## config.mk

```make
export PLATFORM = sky130hd
export DESIGN_NAME = sdm_demodulator_flat
export DESIGN_NICKNAME = d
export VERILOG_FILES = /design/src/rtl/sdm_demodulator_if.sv /design/src/rtl/sdm_demodulator.sv /design/src/flat_wrapper.sv
export SDC_FILE = /design/constraint.sdc
export NUM_CORES = 1
export LEC_CHECK = 0
export BUFFER_PORTS_ARGS = -buffer_cell sky130_fd_sc_hd__buf_4
export CAP_MARGIN = 20
export CELL_PAD_IN_SITES_DETAIL_PLACEMENT = 0
export CELL_PAD_IN_SITES_GLOBAL_PLACEMENT = 1
export CORE_UTILIZATION = 51
export CTS_BUF_LIST = sky130_fd_sc_hd__clkbuf_8
export DETAILED_ROUTE_END_ITERATION = 7
export PLACE_DENSITY_LB_ADDON = 0.1
export SLEW_MARGIN = 30
export SYNTH_ARGS = -nofsm -noshare
export SYNTH_HDL_FRONTEND = slang
export SYNTH_SLANG_ARGS = --single-unit
```

## constraint.sdc

```tcl
create_clock -name clk -period 9.05 [get_ports clk]
set_input_delay 0.4525 -clock clk [delete_from_list [all_inputs] [get_ports clk]]
set_output_delay 0.4525 -clock clk [all_outputs]
set_load 0.1 [all_outputs]
```

## src/rtl/sdm_demodulator_if.sv

```systemverilog
// +------------------------------------------------------------------+
// | sdm_demodulator_if : bitstream-in / PCM-out bus     | rev 1.0    |
// +------------------------------------------------------------------+
`default_nettype none

interface sdm_demodulator_if;
  logic               valid_in;
  logic               sdm_in;
  logic               valid_out;
  logic signed [15:0] audio_out;

  modport master (
    output valid_in,
    output sdm_in,
    input  valid_out,
    input  audio_out
  );

  modport slave (
    input  valid_in,
    input  sdm_in,
    output valid_out,
    output audio_out
  );
endinterface

`default_nettype wire

```

## src/rtl/sdm_demodulator.sv

```systemverilog
// +------------------------------------------------------------------+
// | sdm_demodulator : 3rd-order CIC, 1-bit SDM to 16-bit PCM | rev 1.0 |
// +------------------------------------------------------------------+
`default_nettype none

module sdm_demodulator #(
  parameter int DECIM_LOG2 = 6
) (
  input  logic             clk,
  input  logic             rst_n,
  sdm_demodulator_if.slave bus
);

  localparam int ORDER = 3;
  localparam int ACC_W = ORDER * DECIM_LOG2 + 2;
  localparam int SHIFT = ORDER * DECIM_LOG2 - 15;

  localparam logic signed [ACC_W-1:0] C_SAT_MAX = ACC_W'(32767);
  localparam logic signed [ACC_W-1:0] C_SAT_MIN = ACC_W'(-32768);

  logic signed [ACC_W-1:0] r_i1, r_i2, r_i3;
  logic signed [ACC_W-1:0] r_d1, r_d2, r_d3;
  logic [DECIM_LOG2-1:0]   r_dcnt;
  logic                    r_valid_out;
  logic signed [15:0]      r_audio_out;

  logic signed [ACC_W-1:0] w_x;
  logic signed [ACC_W-1:0] w_i1, w_i2, w_i3;
  logic signed [ACC_W-1:0] w_c1, w_c2, w_c3;
  logic signed [ACC_W-1:0] w_s;
  logic signed [15:0]      w_sat;
  logic                    w_last;

  assign w_x    = bus.sdm_in ? ACC_W'(1) : {ACC_W{1'b1}};
  assign w_last = &r_dcnt;

  // Integrators wrap freely; the comb differences recover the exact result.
  assign w_i1 = r_i1 + w_x;
  assign w_i2 = r_i2 + w_i1;
  assign w_i3 = r_i3 + w_i2;

  assign w_c1 = w_i3 - r_d1;
  assign w_c2 = w_c1 - r_d2;
  assign w_c3 = w_c2 - r_d3;

  assign w_s = w_c3 >>> SHIFT;

  always_comb begin
    w_sat = w_s[15:0];
    if (w_s > C_SAT_MAX)
      w_sat = 16'sh7fff;
    else if (w_s < C_SAT_MIN)
      w_sat = 16'sh8000;
  end

  always_ff @(posedge clk or negedge rst_n) begin
    if (!rst_n) begin
      r_i1        <= '0;
      r_i2        <= '0;
      r_i3        <= '0;
      r_d1        <= '0;
      r_d2        <= '0;
      r_d3        <= '0;
      r_dcnt      <= '0;
      r_valid_out <= 1'b0;
      r_audio_out <= '0;
    end else begin
      r_valid_out <= bus.valid_in & w_last;
      if (bus.valid_in) begin
        r_i1   <= w_i1;
        r_i2   <= w_i2;
        r_i3   <= w_i3;
        r_dcnt <= r_dcnt + 1'b1;
        if (w_last) begin
          r_d1        <= w_i3;
          r_d2        <= w_c1;
          r_d3        <= w_c2;
          r_audio_out <= w_sat;
        end
      end
    end
  end

  assign bus.valid_out = r_valid_out;
  assign bus.audio_out = r_audio_out;

endmodule

`default_nettype wire

```

## src/flat_wrapper.sv

```systemverilog
// flat-port wrapper written by rule: the top's interface ports become plain ports
module sdm_demodulator_flat 
#(
  parameter int DECIM_LOG2 = 6
)
  (clk, rst_n, bus_valid_in, bus_sdm_in, bus_valid_out, bus_audio_out);
  sdm_demodulator_if bus_i ();
  input  logic clk;
  input  logic rst_n;
  input wire logic [$bits(bus_i.valid_in)-1:0] bus_valid_in;
  input wire logic [$bits(bus_i.sdm_in)-1:0] bus_sdm_in;
  output wire logic [$bits(bus_i.valid_out)-1:0] bus_valid_out;
  output wire logic [$bits(bus_i.audio_out)-1:0] bus_audio_out;
  assign bus_i.valid_in = bus_valid_in;
  assign bus_i.sdm_in = bus_sdm_in;
  assign bus_valid_out = bus_i.valid_out;
  assign bus_audio_out = bus_i.audio_out;
  sdm_demodulator #(.DECIM_LOG2(DECIM_LOG2)) u_core (.clk(clk), .rst_n(rst_n), .bus(bus_i));
endmodule
```

Word-level counts from Yosys, hierarchy flattened
Cells that the tools add are included.
Cells by class
  magnitude comparators: 2
  div/mod/pow operators: 0
  eq/ne operators: 0
  shift-type cells: 0
  bitwise logic cells: 1
  $add $sub $neg: 7
  multipliers: 0
  reduce and logical (&&, ||, !) cells: 2
  mux-type cells: 3
Operators by type and width (number)
  adder 20 bit: 3
  subtractor 20 bit: 3
  2-to-1 mux 16 bit: 2
  2-to-1 mux 20 bit: 1
  greater-than comparator 17 x 16 -> 1 bit, second input constant: 1
  less-than comparator 17 x 16 -> 1 bit, second input constant: 1
  AND reduction 7 bit: 1
  adder 6 x 1 -> 6 bit, second input constant: 1
  AND reduction 6 bit: 1
  bitwise AND 1 bit: 1
Storage, ports and cells
  memory bits (writable): 0
  output and inout port bits: 17
  bits in latches: 0
  word-level logic and storage cells: 24
  memories: 0
  input port bits: 4
  bits in registers: 143
  bits in read-only memories: 0

Depth between registers and ports, before layout
  word-level depth: 10
  depth in mapped cells: 44
  gate-level depth less buffers: 43

Least setup slack after synthesis
Ideal clock, no wire load.
  path kind: in2reg
  from: in bus_sdm_in
  to: reg u_core.r_audio_out[2], in the netlist u_core.bus.audio_out[2]
  arrival: 8.094 ns
  setup slack: 0.864 ns
  library setup time: 0.092 ns
  path buffers: 1
  stages: 36
  data required time: 8.958 ns
  cells stage by stage: inv_1 > fa_1 > a21o_1 > a21oi_1 > xnor2_1 > ha_1 > a21boi_0 > o21ai_0 > a21boi_0 > o21ai_0 > nand2_1 > xor2_1 > ha_1 > inv_1 > o41ai_2 > xor2_1 > ha_1 > xnor2_1 > ha_1 > and3_1 > a221o_1 > a31oi_2 > o21bai_1 > xor2_1 > ha_1 > and3_1 > a22o_1 > a211oi_1 > o211ai_1 > a31o_2 > xor2_1 > nand3_1 > mux2i_2 > buf_2 > a21oi_1 > o31ai_2
Between the ends
  word-level cells in the longest chain between the ends: 10
  elaborated cells between the ends (all ways): 11
  classes of those cells: 6 x add/sub; 2 x order compare; 3 x mux
RTL lines
  start, declared: line flat_wrapper.sv:11  | input wire logic [$bits(bus_i.sdm_in)-1:0] bus_sdm_in;
  2-to-1 mux 20 bit (*): line sdm_demodulator.sv:34  | assign w_x = bus.sdm_in ? ACC_W'(1) : {ACC_W{1'b1}};
  adder 20 bit (*): line sdm_demodulator.sv:38  | assign w_i1 = r_i1 + w_x;
  via u_core.w_i1[4]: line sdm_demodulator.sv:28  | logic signed [ACC_W-1:0] w_i1, w_i2, w_i3;
  adder 20 bit (*): line sdm_demodulator.sv:39  | assign w_i2 = r_i2 + w_i1;
  via u_core.w_i2[8]: line sdm_demodulator.sv:28
  adder 20 bit (*): line sdm_demodulator.sv:40  | assign w_i3 = r_i3 + w_i2;
  via u_core.w_i3[9]: line sdm_demodulator.sv:28
  subtractor 20 bit (*): line sdm_demodulator.sv:42  | assign w_c1 = w_i3 - r_d1;
  via u_core.w_c1[9]: line sdm_demodulator.sv:29  | logic signed [ACC_W-1:0] w_c1, w_c2, w_c3;
  subtractor 20 bit (*): line sdm_demodulator.sv:43  | assign w_c2 = w_c1 - r_d2;
  via u_core.w_c2[11]: line sdm_demodulator.sv:29
  subtractor 20 bit (*): line sdm_demodulator.sv:44  | assign w_c3 = w_c2 - r_d3;
  less-than comparator 17 x 16 -> 1 bit: line sdm_demodulator.sv:52  | else if (w_s < C_SAT_MIN)
  2-to-1 mux 16 bit: line sdm_demodulator.sv:52
  2-to-1 mux 16 bit (*): line sdm_demodulator.sv:50  | if (w_s > C_SAT_MAX)
  end signal, assigned: line sdm_demodulator.sv:78  | r_audio_out <= w_sat;
  end, declared: line sdm_demodulator.sv:25  | logic signed [15:0] r_audio_out;
Mark *: on every way through the listed nets, which the timed path passes. The rest lies on a longest branch.
A chain may end at the register's enable or synchronous reset.

Worst setup path after layout
  from: reg u_core.r_i1[0]
  to: reg u_core.r_audio_out[5], in the netlist u_core.bus.audio_out[5]
Between the ends
  word-level cells in the longest chain between the ends: 9
  elaborated cells between the ends (all ways): 10
  classes of those cells: 6 x add/sub; 2 x order compare; 2 x mux
RTL lines
  start, declared: line sdm_demodulator.sv:21  | logic signed [ACC_W-1:0] r_i1, r_i2, r_i3;
  start signal, assigned: line sdm_demodulator.sv:70  | r_i1 <= w_i1;
  adder 20 bit (*): line sdm_demodulator.sv:38
  via u_core.w_i1[6]: line sdm_demodulator.sv:28
  adder 20 bit (*): line sdm_demodulator.sv:39
  via u_core.w_i2[10]: line sdm_demodulator.sv:28
  adder 20 bit (*): line sdm_demodulator.sv:40
  via u_core.w_i3[12]: line sdm_demodulator.sv:28
  subtractor 20 bit (*): line sdm_demodulator.sv:42
  via u_core.w_c1[15]: line sdm_demodulator.sv:29
  subtractor 20 bit (*): line sdm_demodulator.sv:43
  via u_core.w_c2[16]: line sdm_demodulator.sv:29
  subtractor 20 bit (*): line sdm_demodulator.sv:44
  less-than comparator 17 x 16 -> 1 bit: line sdm_demodulator.sv:52
  2-to-1 mux 16 bit: line sdm_demodulator.sv:52
  2-to-1 mux 16 bit (*): line sdm_demodulator.sv:50
Marks and branches as above.

==> metrics.txt <==
status=finished, final reports clean; post-synthesis register bit count=143; min cycle time layout=8.41 ns; # clock sinks=143; vias in the first global route=between 7000 and 8000; Yosys cell types=73; first-pass GRT wire length=~34 mm; final count of negative-setup-slack endpoints=0; TritonCTS clock tree=done; routability cong.=between 0.7 and 0.8; critical path type=register to register; Max Slew Vio Count=0; vias per cell=~5.3; Die Y=approximately 150 um; post-DP HPWL=~14 mm; Initial Util=52.1%; drt wl/cell=13.1 um; cell count after synthesis=1161; crit share post-route=92.9%; CTS Buf Count=17; die width=~150 um; CP max-delay cell=dfrtp_2; setup slack after layout=0.641 ns; Vias=7729; predominant post-synthesis flop cell=dfrtp_1; Clock Latency Late Sink=~0.46 ns; largest net degree at the start of global routing=95; FF-to-FF End=u_core.bus.audio_out[5]$_DFFE_PN0P_; initial antenna violation count=0; Worst Setup Start Kind=register; setup TNS=0 ns; r2r worst-path depth=between 40 and 50; nets=1302; Slew @ Worst Pin=between 0.8 and 0.9 ns; worst r2r src=u_core.r_i1[0]$_DFFE_PN0P_; port bufs=20; net count after synthesis=around 1300; synthesized cell area=between 10000 and 15000 sq um; # fillers=between 1500 and 2000; area of the die=21300 sq um; register area share after synthesis=33.8%; Worst EP arrival=8.78 ns; H-tree levels=4; share of cells above drive strength 1=14.3%; EDFF count, synth=0; Final Hold Fails=0; Yosys top cell by area=dfrtp_1; hold_ws=around 0.0093 ns; Worst Hold Class=input pin to async pin; final WL=between 15 and 20 mm; Setup WS pre-CTS=0.223 ns; Setup Skew=between 0.02 and 0.025 ns; DRT antenna net count=0; row cnt=52; I/O Pins=21; R2R setup slack=0.64 ns; violation count after the first detailed-route iteration=approximately 250; Root Buffer=clkbuf_8; CP Capture Type=register; Crit Path Max Fanout=15; async set-reset flop share out of synthesis=between 90% and 100%; f_max=approximately 0.12 GHz; Layout Utilization=a little under three fifths; Clock Path Buffers=2; area growth from synthesis to layout=9.04%; DRC=0; gr usage total=19.4%; Slew headroom=40.9%; crit path from=u_core.r_i1[0]$_DFFE_PN0P_; Ant. Diodes=0; top cell type's share of synthesized area=33.8%; Crit path required time=9.42 ns; Ys Warns=0; syn_area_per_cell=around 9 sq um; grt total ovfl=0; core area=between 20000 and 25000 sq um; clk slew on worst S/H paths=approximately 0.10 ns; Worst path max stage delay=0.46 ns; MaxCap Viol Count=0; largest cells by area after synthesis=dfrtp_1, ha_1, xnor2_1, mux2_2, o21ai_0; first-pass iteration count of the detailed router=5; # Post-CTS Setup Buffers=0
[what timing repair did]
action	4_1_cts	5_1_grt
hold buffers	0	0
gates resized for setup	0	30
setup endpoints to repair	0	16
[routing by layer]
layer	up-vias	share of wire [%]	routed length, um	global-route usage (%)
met5	-	0	0	0
met4	0	0.86	165	4.69
met3	10	1.9	358	3.66
met2	49	46	8910	32.1
met1	3588	51	9760	26.3
li1	4082	-	-	-
[flip-flops by register name, indices dropped and copies added (netlist names)]
name and count:
u_core.r_i2 20, u_core.bus.valid_out 1, u_core.r_i3 20, u_core.r_dcnt 6, u_core.bus.audio_out 16, u_core.r_d3 20, u_core.r_d2 20, u_core.r_d1 20
u_core.r_i1 20
[layout by cell type, fill, tap and decap left out, types with 25 or more instances in the layout]
cell type and n:
buf_4 25, a21oi_1 62, nand2_1 98, dfrtp_1 142, ha_1 112, mux2_2 58
xnor2_1 78, inv_1 108, o21ai_0 105, nor2_1 86
[critical path, delay by kind of cell (launching register included)]
| kind | cells | cell delay (ns) |
|---|---|---|
| AOI/OAI and AO/OA | 18 | 3.06 |
| xor gates and xnor gates | 5 | 0.97 |
| adders and majority gates | 6 | 2.11 |
| buffers and inverters | 2 | 0.26 |
| DFF | 1 | 0.46 |
| muxes | 1 | 0.21 |
| and+or+nand+nor | 10 | 1.19 |
[final cells by class]
cell class	instances	area (sq um)	area share, %
clock buffers	18	248	2.15
multi-input cells	881	6600	57.2
clock inverters	14	144	1.25
repair buffers	28	221	1.92
flip-flops and latches	143	3580	31.0
well taps	270	338	2.93
inverters	109	409	3.55
[cells by family (layout without fill, tap and decap cells)]
family,Yosys count,count (layout),share of synthesized area (%)
compound gates,311,311,19.2
simple gates,287,287,12.2
flops,143,143,33.8
buf+inv,137,169,4.97
fa+ha+maj,118,118,14.3
xor+xnor,103,103,8.81
mux,62,62,6.71
[through the flow]
step,std cells,instance area (sq um)
finish,1463,11500
global placement,1431,11000
CTS,1463,11400
detailed placement,1431,11000
floorplan,1161,10600
global route,1463,11500
[how the worst max path moves through the flow]
stage	endpoint	slack, ns	cells past startpoint
2_1_floorplan	u_core.bus.audio_out[2]$_DFFE_PN0P_	0.86	36
3_3_place_gp	u_core.bus.audio_out[5]$_DFFE_PN0P_	0.22	45
3_5_place_dp	u_core.bus.audio_out[3]$_DFFE_PN0P_	0.22	45
4_1_cts	u_core.bus.audio_out[8]$_DFFE_PN0P_	0.33	43
5_1_grt	u_core.bus.audio_out[10]$_DFFE_PN0P_	-0.05	43
6_report	u_core.bus.audio_out[5]$_DFFE_PN0P_	0.64	42
[Yosys cell counts (11+ instances only)]
cell type	number
nor3_1	18
nor2_1	86
dfrtp_1	143
mux2_2	58
nand2_1	99
nor2b_1	17
o21a_1	12
a21o_1	24
clkbuf_1	21
o21ai_0	108
xor2_1	21
xnor2_1	79
ha_1	113
nand3_1	22
a21boi_0	11
a21oi_1	70
inv_1	108
Power is left out: the tool's default activity adds up to more than one toggle a clock period on the data nets, which glitch-free logic cannot reach.
